`config.mk`:
```
export PLATFORM = sky130hd
export DESIGN_NAME = mux_scan
export DESIGN_NICKNAME = d
export VERILOG_FILES = /design/src/rtl/mux_scan_pkg.sv /design/src/rtl/mux_scan_mux_n_1.sv /design/src/rtl/mux_scan.sv
export SDC_FILE = /design/constraint.sdc
export NUM_CORES = 1
export LEC_CHECK = 0
export BUFFER_PORTS_ARGS = -buffer_cell sky130_fd_sc_hd__buf_2
export CAP_MARGIN = 20
export CORE_AREA = 2 2 64 66
export CTS_CLUSTER_DIAMETER = 60
export DETAILED_ROUTE_END_ITERATION = 10
export DIE_AREA = 0 0 66 68
export SKIP_CTS_REPAIR_TIMING = 1
export SYNTH_ARGS = -nofsm -noshare
export SYNTH_HDL_FRONTEND = slang
export SYNTH_SLANG_ARGS = --single-unit
```
`constraint.sdc`:
```
create_clock -name clk -period 3.84 [get_ports clk]
set_clock_uncertainty 0.15 [all_clocks]
set_input_delay 0.192 -clock clk [delete_from_list [all_inputs] [get_ports clk]]
set_output_delay 0.192 -clock clk [all_outputs]
set_load 0.03 [all_outputs]
```
`src/rtl/mux_scan_pkg.sv`:
```
// Shared types for the mux_scan channel scanner: FSM state encoding and mode constants.
package mux_scan_pkg;

  typedef enum logic [1:0] {
    ST_IDLE    = 2'd0,
    ST_MANUAL  = 2'd1,
    ST_PRESENT = 2'd2,
    ST_DWELL   = 2'd3
  } state_e;

  localparam logic MODE_MANUAL = 1'b0;
  localparam logic MODE_SCAN   = 1'b1;

endpackage

```
`src/rtl/mux_scan_mux_n_1.sv`:
```
// Combinational N_CH:1 selector of W-bit channels; out-of-range selects yield zero.
module mux_n_1 #(
  parameter  int N_CH  = 16,
  parameter  int W     = 1,
  localparam int SEL_W = $clog2(N_CH)
) (
  input  logic [N_CH*W-1:0] in,
  input  logic [SEL_W-1:0]  sel,
  output logic [W-1:0]      out
);

  always_comb begin
    out = '0;
    for (int k = 0; k < N_CH; k++) begin
      if (sel == SEL_W'(k)) out = in[k*W +: W];
    end
  end

endmodule

```
`src/rtl/mux_scan.sv`:
```
// Channel scanner: manual select or automatic round-robin scan with dwell, registered
// valid/ready output. Optional channel mask enabled by defining MUX_SCAN_MASK_EN.
module mux_scan
  import mux_scan_pkg::*;
#(
  parameter  int N_CH    = 16,
  parameter  int W       = 1,
  parameter  int DWELL_W = 8,
  localparam int SEL_W   = $clog2(N_CH)
) (
  input  logic               clk,
  input  logic               rst_n,
  input  logic [N_CH*W-1:0]  in,
  input  logic [SEL_W-1:0]   sel,
  input  logic               mode,
  input  logic [DWELL_W-1:0] dwell,
  input  logic               start,
  input  logic               stop,
`ifdef MUX_SCAN_MASK_EN
  input  logic [N_CH-1:0]    ch_mask,
`endif
  input  logic               out_ready,
  output logic [W-1:0]       out,
  output logic [SEL_W-1:0]   ch,
  output logic               out_valid,
  output logic               wrap,
  output logic [1:0]         state_dbg
);

  // Handshake: a sample transfers on a cycle where out_valid && out_ready; while
  // out_valid is high and out_ready low, out/ch/out_valid are held unchanged.

  state_e             state_q, state_d;
  logic [W-1:0]       out_q, out_d;
  logic [SEL_W-1:0]   ch_q, ch_d;
  logic               out_valid_q, out_valid_d;
  logic [DWELL_W-1:0] cnt_q, cnt_d;
  logic               stop_pend_q, stop_pend_d;

  logic [N_CH-1:0]    mask_w;
  logic [SEL_W-1:0]   first_ch, next_ch, mux_sel;
  logic               has_any, above;
  logic [W-1:0]       mux_out;
  logic               hs, stalled, stop_eff, load;

`ifdef MUX_SCAN_MASK_EN
  assign mask_w = ch_mask;
`else
  assign mask_w = '1;
`endif

  assign hs       = out_valid_q && out_ready;
  assign stalled  = out_valid_q && !out_ready;
  assign stop_eff = stop || stop_pend_q;

  // Lowest enabled channel, and the next enabled channel above ch (or wrap to lowest).
  always_comb begin
    first_ch = '0;
    next_ch  = '0;
    has_any  = 1'b0;
    above    = 1'b0;
    for (int i = N_CH - 1; i >= 0; i--) begin
      if (mask_w[i]) begin
        first_ch = SEL_W'(i);
        has_any  = 1'b1;
      end
    end
    for (int i = N_CH - 1; i >= 0; i--) begin
      if (mask_w[i] && (SEL_W'(i) > ch_q)) begin
        next_ch = SEL_W'(i);
        above   = 1'b1;
      end
    end
    if (!above) next_ch = first_ch;
  end

  assign mux_sel = (state_q == ST_MANUAL) ? sel :
                   (state_q == ST_IDLE)   ? first_ch : next_ch;

  mux_n_1 #(.N_CH(N_CH), .W(W)) u_mux (
    .in  (in),
    .sel (mux_sel),
    .out (mux_out)
  );

  always_ff @(posedge clk or negedge rst_n) begin
    if (!rst_n) state_q <= ST_IDLE;
    else        state_q <= state_d;
  end

  always_comb begin
    state_d = state_q;
    case (state_q)
      ST_IDLE: begin
        if (mode == MODE_MANUAL)                  state_d = ST_MANUAL;
        else if (start && !stop && has_any)       state_d = ST_PRESENT;
      end
      ST_MANUAL: begin
        if (mode == MODE_SCAN && !stalled)        state_d = ST_IDLE;
      end
      ST_PRESENT: begin
        if (out_valid_q) begin
          if (hs) begin
            if (stop_eff)                         state_d = ST_IDLE;
            else if (dwell != '0)                 state_d = ST_DWELL;
          end
        end else if (stop_eff || !has_any) begin
          state_d = ST_IDLE;
        end
      end
      ST_DWELL: begin
        if (stop_eff)                             state_d = ST_IDLE;
        else if (cnt_q <= DWELL_W'(1))            state_d = has_any ? ST_PRESENT : ST_IDLE;
      end
      default:                                    state_d = ST_IDLE;
    endcase
  end

  // Datapath next values; "load" captures a fresh sample from the selector.
  always_comb begin
    out_d       = out_q;
    ch_d        = ch_q;
    out_valid_d = out_valid_q;
    cnt_d       = cnt_q;
    stop_pend_d = 1'b0;
    load        = 1'b0;
    case (state_q)
      ST_IDLE:    load = (state_d == ST_PRESENT);
      ST_MANUAL: begin
        if (state_d == ST_IDLE)            out_valid_d = 1'b0;
        else if (!out_valid_q || out_ready) load = 1'b1;
      end
      ST_PRESENT: begin
        if (hs) begin
          out_valid_d = 1'b0;
          cnt_d       = dwell;
        end else if (!out_valid_q && state_d == ST_PRESENT) begin
          load = 1'b1;
        end
      end
      ST_DWELL: begin
        cnt_d = cnt_q - DWELL_W'(1);
        load  = (state_d == ST_PRESENT);
      end
      default: ;
    endcase
    if (load) begin
      out_d       = mux_out;
      ch_d        = mux_sel;
      out_valid_d = 1'b1;
    end
    if (state_d == ST_PRESENT || state_d == ST_DWELL) stop_pend_d = stop_pend_q | stop;
  end

  always_ff @(posedge clk or negedge rst_n) begin
    if (!rst_n) begin
      out_q       <= '0;
      ch_q        <= '0;
      out_valid_q <= 1'b0;
      cnt_q       <= '0;
      stop_pend_q <= 1'b0;
    end else begin
      out_q       <= out_d;
      ch_q        <= ch_d;
      out_valid_q <= out_valid_d;
      cnt_q       <= cnt_d;
      stop_pend_q <= stop_pend_d;
    end
  end

  assign out       = out_q;
  assign ch        = ch_q;
  assign out_valid = out_valid_q;
  assign wrap      = (state_q == ST_PRESENT) && hs && !above;
  assign state_dbg = state_q;

endmodule

```
==> results by group, run 1 <==
Drt
  – # DRC: 0
  – Metal3 WL: 230 µm
  – DR WL met2: 1.59 mm
  – Routed length on met1: 1.55 mm
  – Number of DRC markers in iteration 0: 111
  – Vias per Instance: 5.45
  – DR WL/cell: about 14 µm
  – DR vias: 1,362
  – Routed Antenna Nets: 0
  – Final wirelength: 3.39 mm
  – DR pass1 iterations: 5
  – Highest routed metal layer: met4

Yosys
  – Post-synthesis compound-gate area fraction: 0.272
  – Synth warnings: 0
  – Area share of fa/ha/maj cells after synthesis: 0.0544
  – Net Count, Synth: 197
  – Post-synth top area share: 0.308
  – Mean post-synth cell area: 8.79 µm²
  – Sequential share of the synthesized area: 0.308
  – Largest family of logic cells by synthesized area: compound AO/OA/AOI/OAI gates
  – Synth Instances: 157
  – Simple-gate area share of the yosys netlist: 0.185
  – Synth top area cells: dfrtp_1 (31%), mux2i_1 (8.0%), ha_1 (5.4%)
  – Number of synthesized flops with an enable pin: 0
  – Cell area after synthesis: roughly 1400 µm²
  – Synth unique cells: 39
  – Post-synth ARST share: 1.00
  – Seq cells post-synth: 17
  – Most used DFF post-synth: dfrtp_1
  – Synth Area in XOR/XNOR: 0.0190
  – Most area-hungry cell type in the Yosys netlist: dfrtp_1
  – Post-synthesis mux area share: 0.129

Timing
  – Smallest setup slack after layout: about 1.1 ns
  – Final Max Slew Viols: 0
  – Final setup fails: 0
  – Setup repair after global routing missed its margin: no
  – Min Tclk post-route: 2.72 ns
  – Final Cycle Share: 0.709
  – Rel. slew slack: 0.652
  – Maximum clock frequency: 367 MHz
  – Final hold violations: 0
  – Setup TNS: 0 ns
  – Worst Tran Pin Value: 0.507 ns

Power and ir drop
  – Leakage: 0.800 nW
  – VDD IR max: about 0.00032 V
  – Power per cell area: 802 nW/µm²

Critical path
  – Slowest stage cell, crit path: mux2i_1
  – Crit path buffers/inverters: 1
  – CP max stage delay: 0.43 ns
  – Worst path cell trace: inv_1 > ha_1 > nor2b_1 > mux2i_1 > o21ai_1 > mux2_2 > a21boi_0 > o31ai_1 > mux2_2
  – Crit path capture type: flop
  – CP endpoint: out
  – CP Launch Type: flop
  – Cell family with most CP delay: multiplexers
  – R2R cell count: 9
  – Critical path origin: state_dbg[0]
  – Critical path's most frequent cell: mux2_2
  – R2R setup slack: 1.12 ns
  – Reg2reg end: out
  – CP Class: flop to flop
  – Reg2reg start: state_dbg[0]
  – Req. time, crit path: approximately 3.8 ns
  – Crit path DAT: 2.71 ns
  – Crit Path Max Fanout: 8
  – Path length in cells of the critical path: 9

Clock network
  – Clock root buffer master: clkbuf_8
  – Reg clk slew, reported paths: 0.07 ns
  – H-Tree Level Count: 1
  – CTS tree: done
  – Clock Latency Late Sink: 0.25 ns
  – Clock buffer depth: 2
  – Clock tree sinks: 17
  – CTS buffer count: 3

Floorplanning
  – Initial Utilization: 0.358
  – Core area: 3860 µm²
  – Die Ht: 68 µm
  – Total I/O pin count: 43
  – Die W: 66 µm
  – Std-Cell Rows: 23
  – Die area: approximately 4500 µm²

Place
  – Placed Area: 1640 µm²
  – RD Place Congestion: 0.804
  – IO buf count: 42
  – HPWL Detailed: 2.64 mm
  – Setup WS pre-CTS: 1.13 ns

Global routing
  – First-pass GRT wire length: approximately 5.4 mm
  – Total track usage: 0.153
  – Largest net degree at the start of global routing: 18
  – Initial antenna violation count: 0
  – Vias in the first global route: 1,238
  – Congestion Overflow GR: 0

Layout
  – # fillers: 386
  – Syn-to-layout area delta: 22.7%
  – Commonest non-fill, non-tap cell in the layout: buf_2
  – Final Core Density: 0.439
  – Antenna diodes: 0
  – Nets: 241
  – Commonest cells after routing, fill and taps aside: buf_2 (42), dfrtp_1 (17), a21oi_1 (12), mux2i_1 (11)
  – Final Cell Area: 1690 µm²
  – Fraction of layout cells with a size suffix above 1: 0.280

Job
  – Max-cap violations: 0

Outcome
  – Status: finished clean

Min path
  – HP Class: input port to flop
-- synth_stat cells (all sizes together), types with 2 or more instances --
cell / n
nor2b: 4
o211ai: 6
a21boi: 3
or4: 2
nand2: 10
mux2i: 11
nand2b: 3
xor2: 3
dfrtp: 17
nand3: 3
o21ai: 11
o22ai: 8
or3: 4
mux2: 6
a22oi: 2
a31oi: 2
a21oi: 13
nor2: 10
ha: 6
and3: 3
a21o: 3
a22o: 3
inv: 8
nor3: 3
clkbuf: 4
-- registers in the layout, indices dropped and copies added (netlist names) --
name / flops
stop_pend_q: 1
cnt_q: 8
state_dbg: 2
ch: 4
out: 1
out_valid: 1
-- where the power goes --
group          switching (mW)  internal [mW]
combinational           0.503          0.366
clock                  0.0586         0.0735
sequential             0.0930          0.264
-- kinds of logic (layout without fill, tap and decap cells) --
| kind of cell | after synthesis | count (layout) |
|---|---|---|
| xor gates and xnor gates | 3 | 3 |
| adders and majority gates | 6 | 6 |
| AOI/OAI and AO/OA | 56 | 56 |
| buffers and inverters | 12 | 55 |
| muxes | 17 | 17 |
| and+or+nand+nor | 46 | 46 |
| DFF | 17 | 17 |
-- layout make-up --
type / count / area [µm²] / area share
multi-input combinational: 128 / 910 / 0.537
sequential: 17 / 425 / 0.251
inverter: 8 / 30.0 / 0.0177
tap: 50 / 62.6 / 0.0370
clock buffer: 4 / 45.0 / 0.0266
timing repair buffer: 43 / 220 / 0.130
-- stage by stage --
step                      hold slack (ns)  cells  total power, mW
final                              0.0575    250             1.36
after global routing               0.0830    250             1.47
after detailed placement        0.0000457    245             1.23
after CTS                          -0.273    249             1.36
after global placement           -0.00496    245             1.23
after floorplan                    -0.254    157             1.03
-- tightest hold or removal path, cell delays in order --
cell	delay [ns]
buf_2	0.09
o211ai_1	0.07
o21ai_0	0.07
-- how the worst min path moves through the flow --
stage | start | to | slack (ns) | cells past startpoint
after floorplan | rst_n | ch[0] | -0.25 | 0
after global placement | rst_n | cnt_q[6] | -0.005 | 1
after detailed placement | rst_n | cnt_q[6] | 0.00005 | 1
after CTS | rst_n | cnt_q[6] | -0.27 | 1
after global routing | dwell[5] | cnt_q[5] | 0.08 | 3
final | dwell[0] | cnt_q[0] | 0.06 | 3
-- per-layer routing --
metal	vias to the layer above	global-route usage
met2	51	0.284
met1	624	0.185
li1	685	-
met3	2	0.0197
met5	-	0
met4	0	0.0459
Power figures use the tool's default switching activity.
==> inputs of run 2 (changes only) <==
Clock period 3.84 ns to 2.4 ns, I/O delays scaled along.
==> results by group, run 2 (same netlist as run 1, synthesis figures left out) <==
Outcome
  – Status: complete, but fails checks
  – Failing checks: hold timing, setup timing

Drt
  – DR vias: 1,411 (+3.6%)
  – Number of DRC markers in iteration 0: 94 (-15%)
  – Vias per Instance: 5.19 (-4.8%)
  – Routed Antenna Nets: 0 (unchanged)
  – DR pass1 iterations: 4 (-1)
  – DR WL/cell: 13.0 µm (-4.0%)
  – # DRC: 0 (unchanged)
  – Final wirelength: 3.55 mm (+4.5%)

Power and ir drop
  – Leakage: 0.922 nW (+15%)
  – VDD IR max: 0.000589 V (+85%)
  – Power per cell area: 1350 nW/µm² (+68%)

Timing
  – Setup TNS: -0.0560 ns (-0.0560 ns)
  – Worst hold slack: -0.0191 ns (-0.0767 ns)
  – Final setup fails: 5 (+5)
  – Rel. slew slack: 0.691 (+0.0387)
  – Setup repair after global routing missed its margin: yes
  – Final Cycle Share: 1.01 (+0.297)
  – Smallest setup slack after layout: -0.0139 ns (-1.13 ns)
  – Final hold violations: 2 (+2)
  – Final Max Slew Viols: 0 (unchanged)
  – Maximum clock frequency: 414 MHz (+13%)
  – Min Tclk post-route: 2.41 ns (-0.307 ns)
  – Worst Tran Pin Value: 0.458 ns (-0.0494 ns)

Layout
  – Area occupied by registers: 428 µm² (+0.59%)
  – # fillers: 379 (-1.8%)
  – Commonest non-fill, non-tap cell in the layout: buf_2
  – Layout Cells excl Fill: 272 (+8.8%)
  – Largest Register: cnt_q
  – Multi-input gate area: 971 µm² (+6.7%)
  – Syn-to-layout area delta: 39.3%
  – Nets: 263 (+9.1%)
  – Number of flip-flops in the largest register: 8 (unchanged)
  – Final Core Density: 0.499 (+0.0597)
  – Fraction of layout cells with a size suffix above 1: 0.414 (+0.134)
  – Commonest cells after routing, fill and taps aside: buf_2 (42), buf_4 (22), dfrtp_1 (15), a21oi_1 (12)
  – Antenna diodes: 0 (unchanged)

Min path
  – HP Class: input port to flop
  – Hold Path Depth: 3 (unchanged)

Clock network
  – CTS buffer count: 3 (unchanged)
  – H-Tree Level Count: 1 (unchanged)
  – Clock Latency Late Sink: 0.25 ns (about the same)
  – Clock tree sinks: 17 (unchanged)
  – Clock root buffer master: clkbuf_8
  – Reg clk slew, reported paths: 0.07 ns (about the same)
  – Clock buffer depth: 2 (unchanged)
  – CTS tree: done

Floorplanning
  – Core area: 3860 µm² (unchanged)
  – Die area: 4490 µm² (unchanged)
  – Initial Utilization: 0.358 (unchanged)
  – Std-Cell Rows: 23 (unchanged)
  – Die Ht: 68 µm (unchanged)
  – Total I/O pin count: 43 (unchanged)
  – Die W: 66 µm (unchanged)

Critical path
  – CP Class: flop to flop
  – Critical path origin: cnt_q[6]
  – Reg2reg end: ch[2]
  – Reg2reg start: cnt_q[6]
  – Slowest stage cell, crit path: or3_4
  – CP endpoint: ch[2]
  – R2R cell count: 7 (-2)
  – Crit path capture type: flop
  – Crit Path Max Fanout: 5 (-3)
  – CP max stage delay: 0.40 ns (-0.03 ns)
  – Crit path DAT: 2.40 ns (-0.31 ns)
  – R2R setup slack: -0.01 ns (-1.13 ns)
  – Req. time, crit path: 2.39 ns (-1.43 ns)
  – Worst path cell trace: or3_4 > nor4b_4 > o211ai_1 > a22o_1 > nand2b_4 > a21oi_4 > mux2_4
  – CP Launch Type: flop

Global routing
  – First-pass GRT wire length: 5.62 mm (+4.3%)
  – Total track usage: 0.161 (+0.00759)
  – Initial antenna violation count: 0 (unchanged)
  – Vias in the first global route: 1,276 (+3.1%)
  – Congestion Overflow GR: 0 (unchanged)
  – Largest net degree at the start of global routing: 18 (unchanged)

Place
  – IO buf count: 42 (unchanged)
  – # placed instances: 264 (+7.8%)
  – HPWL Detailed: 2.80 mm (+6.0%)
  – RD Place Congestion: 0.821 (+2.2%)

Job
  – Max-cap violations: 0 (unchanged)
-- run 2: worst max-delay path: cells and delay by family (launching register included) --
| family | cells | cell delay (ns) |
|---|---|---|
| flip-flops | 1 | 0.38 |
| AND/OR/NAND/NOR | 3 | 0.79 |
| multiplexers | 1 | 0.33 |
| AO/OA/AOI/OAI | 3 | 0.66 |
-- run 2: where the power goes --
group | total, mW | leakage (nW) | switching, mW | internal [mW]
clock | 0.212 | 0.0255 | 0.0970 | 0.115
combinational | 1.83 | 0.695 | 0.945 | 0.886
sequential | 0.550 | 0.202 | 0.125 | 0.425
-- run 2: final cells by class --
type                            count  share of cell area
Sequential cell                    17               0.223
Timing Repair Buffer               65               0.200
Multi-Input combinational cell    128               0.505
Clock inverter                      1             0.00260
Inverter                            8              0.0156
Clock buffer                        3              0.0215
Tap cell                           50              0.0325
-- run 2: routing by layer --
layer,vias to the layer above,track usage,routed length (µm)
met1,641,0.211,1620
met2,46,0.288,1710
met5,-,0,0
met4,0,0.0306,0
li1,724,-,-
met3,0,0.0181,218
-- run 2: worst min-delay path by stage --
stage | from | slack, ns | to
2_1_floorplan | rst_n | -0.33 | ch[0]
3_3_place_gp | rst_n | -0.08 | cnt_q[7]
3_5_place_dp | rst_n | -0.08 | cnt_q[7]
4_1_cts | rst_n | -0.35 | cnt_q[4]
5_1_grt | dwell[0] | 0.004 | cnt_q[0]
6_report | dwell[0] | -0.02 | cnt_q[0]
-- run 2: metrics by stage --
step	power, mW	instance area [µm²]	setup WS, ns
final	2.59	1920	-0.0139
after global routing	2.82	1920	-0.108
after CTS	2.44	1840	-0.0431
after detailed placement	2.22	1800	-0.0360
after global placement	2.21	1800	-0.00287
after floorplan	1.67	1400	-0.0277
